## config.mk

```make
export PLATFORM = sky130hd
export DESIGN_NAME = maxpool2x2
export DESIGN_NICKNAME = d
export VERILOG_FILES = /design/src/rtl/maxpool2x2.sv
export SDC_FILE = /design/constraint.sdc
export NUM_CORES = 1
export LEC_CHECK = 0
export CAP_MARGIN = 5
export CORE_MARGIN = 5
export CORE_UTILIZATION = 40
export CTS_CLUSTER_DIAMETER = 30
export CTS_CLUSTER_SIZE = 28
export DETAILED_ROUTE_END_ITERATION = 12
export PLACE_DENSITY = 0.67
export SYNTH_ARGS = -nofsm -noshare
export SYNTH_HDL_FRONTEND = slang
export SYNTH_SLANG_ARGS = --single-unit
```

## constraint.sdc

```tcl
create_clock -name clk -period 8.4 [get_ports clk]
set_input_delay 1.68 -clock clk [delete_from_list [all_inputs] [get_ports clk]]
set_output_delay 1.68 -clock clk [all_outputs]
set_load 0.01 [all_outputs]
```

## src/rtl/maxpool2x2.sv

```systemverilog
// 2x2 / stride-2 signed max-pooling stage fed by the binary conv engine's result stream.
// Horizontal pair maxima of even rows are parked in a half-row buffer and merged on odd rows.
module maxpool2x2 #(
    parameter int DW   = 32,
    parameter int MAXW = 24
) (
    input  logic          clk,
    input  logic          rst,
    input  logic          state,
    input  logic [DW-1:0] din,
    input  logic          ivalid,
    input  logic          idone,
    output logic [DW-1:0] dout,
    output logic          ovalid,
    output logic          done
);

    localparam int CW = $clog2(MAXW);
    localparam int BN = MAXW / 2;
    localparam int BW = $clog2(BN);

    localparam logic [CW-1:0] W_L1 = CW'(MAXW);
    localparam logic [CW-1:0] W_L2 = CW'(8);

    logic [CW-1:0]        col;
    logic [CW-1:0]        row;
    logic [CW-1:0]        w_r;
    logic [CW-1:0]        w_cur;
    logic [CW-1:0]        w_last;
    logic [BW-1:0]        bidx;
    logic                 frame_start;
    logic                 last;
    logic signed [DW-1:0] sdin;
    logic signed [DW-1:0] hold;
    logic signed [DW-1:0] hmax;
    logic signed [DW-1:0] bval;
    logic signed [DW-1:0] pmax;
    logic signed [DW-1:0] row_buf [BN];

    // Width is taken from the layer select only at the first sample of a frame.
    always_comb begin
        frame_start = (col == '0) && (row == '0);
        w_cur       = frame_start ? (state ? W_L2 : W_L1) : w_r;
        w_last      = w_cur - CW'(1);
        last        = (col == w_last) && (row == w_last);
        bidx        = BW'(col >> 1);
        sdin        = $signed(din);
        bval        = row_buf[bidx];
        hmax        = (sdin > hold) ? sdin : hold;
        pmax        = (hmax > bval) ? hmax : bval;
    end

    // idone is applied after the coincident sample so that sample still counts.
    always_ff @(posedge clk or posedge rst) begin
        if (rst) begin
            col    <= '0;
            row    <= '0;
            w_r    <= W_L1;
            dout   <= '0;
            ovalid <= 1'b0;
            done   <= 1'b0;
        end else begin
            ovalid <= 1'b0;
            done   <= 1'b0;
            if (ivalid) begin
                if (frame_start) begin
                    w_r <= w_cur;
                end
                if (col[0] && row[0]) begin
                    dout   <= pmax;
                    ovalid <= 1'b1;
                    done   <= last;
                end
                if (col == w_last) begin
                    col <= '0;
                    row <= (row == w_last) ? '0 : row + CW'(1);
                end else begin
                    col <= col + CW'(1);
                end
            end
            if (idone) begin
                col <= '0;
                row <= '0;
            end
        end
    end

    // Datapath storage needs no reset; its contents are always rewritten before use.
    always_ff @(posedge clk) begin
        if (ivalid) begin
            if (!col[0]) begin
                hold <= sdin;
            end else if (!row[0]) begin
                row_buf[bidx] <= hmax;
            end
        end
    end

endmodule

```

# Word-level counts from Yosys, hierarchy flattened

Memories as Yosys holds them, arrays and structs flattened.
Index checks and enable logic that the tools add are counted.

Flip-flop bits (word level): 81
RAM bits: 384
Input bits: 37
Word-level logic and storage cells: 46
Memories: 1

$add $sub $neg: 3
Order comparisons: 2
Equality and inequality tests: 2
Muxes and demuxes: 19
Bitwise gates (word level): 1
Reductions and logical operators: 11

Memories:

| memory  | words | width | rd ports | clocked after Yosys merged registers in | write ports | line | source |
|---|---|---|---|---|---|---|---|
| row_buf | 12    | 32    | 1        | 0                                       | 1           | 38   | `logic signed [DW-1:0] row_buf [BN];` |

Operators with widths:

| operator            | count |
|---|---|
| $gt 32x32->1        | 2 |
| $mux 32             | 2 |
| $mux 5              | 9 |
| $add 5x1->5 const B | 2 |
| $eq 5x5->1          | 2 |
| $logic_not 5->1     | 2 |
| $mux 1              | 8 |
| $reduce_and 2->1    | 4 |
| $sub 5x1->5 const B | 1 |
| $reduce_bool 2->1   | 2 |
| $logic_and 1x1->1   | 3 |
| $not 1->1           | 1 |

# Logic depth before layout (Yosys ltp)

Gate-level depths: netlist of the first run.

Depth after elaboration: 9
Depth in mapped cells: 21

# Least setup slack after synthesis of the first run

OpenSTA, ideal clock, no wires.

Path type: input-to-reg
Start point: in din[31]
End point: reg dout[10]
Setup time: 0.142 ns
Arrival: 5.800 ns
Slack: 2.458 ns
Stages: 20
Path buffers: 2
Path through: ha_1 -> nand4_2 -> nor4_4 -> nand2_2 -> nor3_2 -> nor2_1 -> a311oi_4 -> buf_8 -> mux2i_1 -> inv_1 -> ha_1 -> nand4_1 -> nor4_1 -> a211oi_1 -> o2111ai_1 -> a31oi_1 -> or2_2 -> nand2_1 -> clkbuf_1 -> o221ai_1

Cells in the longest elaborated chain, start to end: 4

RTL lines:

| element              | line | source |
|---|---|---|
| start, declared      | 10   | `input logic [DW-1:0] din,` |
| $gt 32x32->1         | 49   | `hmax = (sdin > hold) ? sdin : hold;` |
| $mux 32              | 49   |  |
| net hmax[25]         | 35   | `logic signed [DW-1:0] hmax;` |
| $gt 32x32->1         | 50   | `pmax = (hmax > bval) ? hmax : bval;` |
| $mux 32              | 50   |  |
| end signal, assigned | 70   | `dout <= pmax;` |
| end, declared        | 13   | `output logic [DW-1:0] dout,` |

The timed path passes the listed nets, and every way through them passes these cells.
A chain may end at the register's enable or synchronous reset.

# Worst setup path after layout of the first run

Start point: in din[23]
End point: reg dout[1]

Same word-level chain as after synthesis.

==> results of run 1 <==
## stage by stage
stage                     util [%]  hold slack (ns)  instance area [µm²]  power [µW]  std cells
after floorplan                  -           0.4664                19880        2903       1158
after global placement       43.85           0.4736                21510        3011       1864
after detailed placement     43.85           0.4895                21510        3022       1864
after CTS                    49.92           0.4932                24490        6496       2028
after global routing         49.92           0.5243                24490        6658       2028
final                        49.92           0.4903                24490        6434       2028
## per-layer routing
metal	GRT usage (%)	routed length (µm)	share of wire, %	up-vias
met5	0	0	0	-
met4	5.704	1117	2.4	0
met3	3.783	3166	6.8	80
met2	28.72	22940	49	364
met1	23.12	19320	42	5760
li1	-	-	-	4877
## state kept, by name, summed over array words and instances (netlist names)
signal	cells
col	5
ovalid	1
row	5
dout	32
w_r	5
done	1
row_buf	384
hold	32
## synthesized netlist by cell type, drive strengths merged, types with 5 or more instances
library cell / number / area [µm²]
mux2i: 65 / 650.6
mux4: 96 / 2162
clkbuf: 33 / 123.9
nand2: 65 / 249.0
o21ai: 19 / 95.09
nor2: 51 / 191.4
xnor2: 7 / 68.82
nand3: 14 / 75.07
inv: 74 / 277.8
nand4: 13 / 108.9
and2: 5 / 31.28
o221ai: 32 / 280.3
ha: 69 / 863.3
buf: 21 / 125.1
edfxtp: 416 / 12490
nor3: 8 / 61.31
dfrtp: 47 / 1176
a21oi: 68 / 340.3
## kinds of logic after synthesis
logic type	Yosys count	share of synthesized area (%)
flops	465	69.02
xor+xnor	9	0.4343
buf+inv	128	2.650
compound gates	141	4.607
simple gates	185	4.796
mux	161	14.15
fa+ha+maj	69	4.343
## power groups by stage
stage / Sequential [µW] / Clock, µW / Combinational (µW)
after floorplan: 2640 / 0 / 259
after global placement: 2650 / 0 / 362
after detailed placement: 2650 / 0 / 372
after CTS: 2610 / 3510 / 376
after global routing: 2610 / 3640 / 416
final: 2610 / 3450 / 371
## final timing paths
| kind | start | endpoint | cells after the start |
|---|---|---|---|
| setup / recovery | din[23] | dout[1]$_DFFE_PP0P_ | 20 |
| hold / removal | w_r[4]$_DFFE_PP1P_ | w_r[4]$_DFFE_PP1P_ | 2 |
| setup reg to reg | hold[22]$_DFFE_PP_ | dout[1]$_DFFE_PP0P_ | 20 |
| hold reg to reg | w_r[4]$_DFFE_PP1P_ | w_r[4]$_DFFE_PP1P_ | 2 |
| max in group asynchronous | rst | col[2]$_DFFE_PP0P_ | 3 |
| min in group asynchronous | rst | dout[13]$_DFFE_PP0P_ | 3 |
## layout make-up
type / count / share of cell area, %
Sequential cell: 465 / 56.08
Inverter: 74 / 1.134
Multi-Input combinational cell: 565 / 23.43
Clock inverter: 61 / 2.504
Tap cell: 664 / 3.393
Timing Repair Buffer: 96 / 3.812
Clock buffer: 103 / 9.653
## critical path: stages
cell,delay [ns]
clkdlybuf4s50_1,0.47
ha_1,0.33
nand2_1,0.18
o21ai_0,0.20
a221oi_1,0.30
nor2b_1,0.30
nor2_1,0.11
a311oi_4,0.32
buf_12,0.30
mux2i_1,0.31
inv_1,0.24
ha_1,0.39
nand4_1,0.19
nor4_1,0.73
a2111o_1,0.30
a31oi_1,0.10
or2_2,0.32
nand2_1,0.47
buf_12,0.26
o221ai_1,0.15
==> results by group, run 1 <==
Global route
  • Largest net degree at the start of global routing: 97
  • Global-route wire length before repair: 70.82 mm
  • Vias in the first global route: 11.57k
  • Congestion Overflow GR: 0
  • GR Util All Layers: 17.39%
  • Initial antenna violation count: 0

Placement
  • DP HPWL: 26.90 mm
  • Placement Setup Slack: 0.4852 ns
  • Placer Congestion: roughly 0.8
  • Port bufs: 70

STA
  • RSZ-0062 raised after global routing: false
  • Max Fclk: 138.2 MHz
  • Post-route setup slack: 1.163 ns
  • Final Hold Vio Count: 0
  • Total negative slack: 0 ns
  • Final setup viols: 0
  • Worst Tran Pin Value: about 1.2 ns
  • Relative slew slack: 20.82%
  • Period utilization: 86.15%
  • Final min period: slightly above 7 ns
  • Slew Limit Fails: 0
  • Clock Skew: 0.02903 ns

CTS
  • TritonCTS buffer count: 89
  • CTS Sinks: 465
  • CTS clk-pin slew, worst paths: approximately 0.050 ns
  • CTS tree: done
  • Clk buf depth: 3
  • H-tree depth: 3
  • CTS root buffer: clkbuf_16
  • Worst-Skew Late Latency: 0.60 ns
  • Post-CTS Setup Inserts: 0
  • PostCTS Resize Cnt: 0
  • # hold bufs at CTS: 0

Run status
  • Status: finished clean

Routing
  • Antenna-violating nets left: 0
  • Vias: 11.08k
  • DRT Pass-1 Iters: 5
  • Final wirelength: 46.54 mm
  • Via/cell ratio: approximately 5.5
  • Post-route DRC: 0
  • Drt wl/cell: about 23 µm
  • 1st-iter DRT viols: 974

Floorplanning
  • Core ar.: a little under 50000 µm²
  • Row cnt: 81
  • IO Count: 71
  • Chip width: 232.9 µm
  • Initial Utilization: 40.53%
  • Die area: 54260 µm²
  • Die Span Y: ~230 µm

Power
  • Switching pwr: 1405 µW
  • Clock network power share: 53.7%
  • Part of the power in registers: 40.5%
  • Switching fraction of total power: a little over a fifth
  • Leak: about 0.0086 µW
  • Worst VDD drop: 0.0001438 V
  • Combinational share of power: 5.8%
  • P per Cell Area: 262.7 nW/µm²
  • Internal power: 5029 µW

Final layout
  • Final nets: 1397
  • Share of layout cells above drive strength 1: 22.14%
  • Fillers: 4012
  • Area delta synth->final: 23.17%
  • Multi-input logic area: 5737 µm²
  • Commonest non-fill, non-tap cell in the layout: edfxtp_1
  • Area taken by flip-flops and latches: 13730 µm²
  • Most frequent cells in the layout: edfxtp_1, mux4_2, clkbuf_16
  • Number of diodes: 0

Synth
  • Main synth FF type: edfxtp_1
  • Syn Nets: roughly 1.3k
  • Register area share after synthesis: 69.02%
  • Post-synth ARST share: 10.54%
  • Cell Area, Synth: slightly below 20000 µm²
  • YS warnings: 0
  • Cell count after synthesis: 1158
  • EDFF count, synth: 416
  • Netlist cell types: 57
  • Yosys reg bits: 465
  • Mapped Avg Cell Area: 17.17 µm²

Worst setup path
  • WP data arrival: 7.68 ns
  • R2R setup slack: approximately 2.3 ns
  • CP required: roughly 9 ns
  • WS Path Type: in2reg
  • Crit-path max FO: 32
  • Critical Path Start Type: primary input
  • Crit path capture type: flip-flop

Worst hold path
  • Hold Path Class: reg2reg

Job
  • Max Cap Viol: 0
Power figures use the tool's default switching activity.
==> run 2, diff against run 1 <==
- TNS_END_PERCENT: not set -> 50
==> results of run 2 <==
The final DEF is identical to that of run 1; final timing and power are the same.
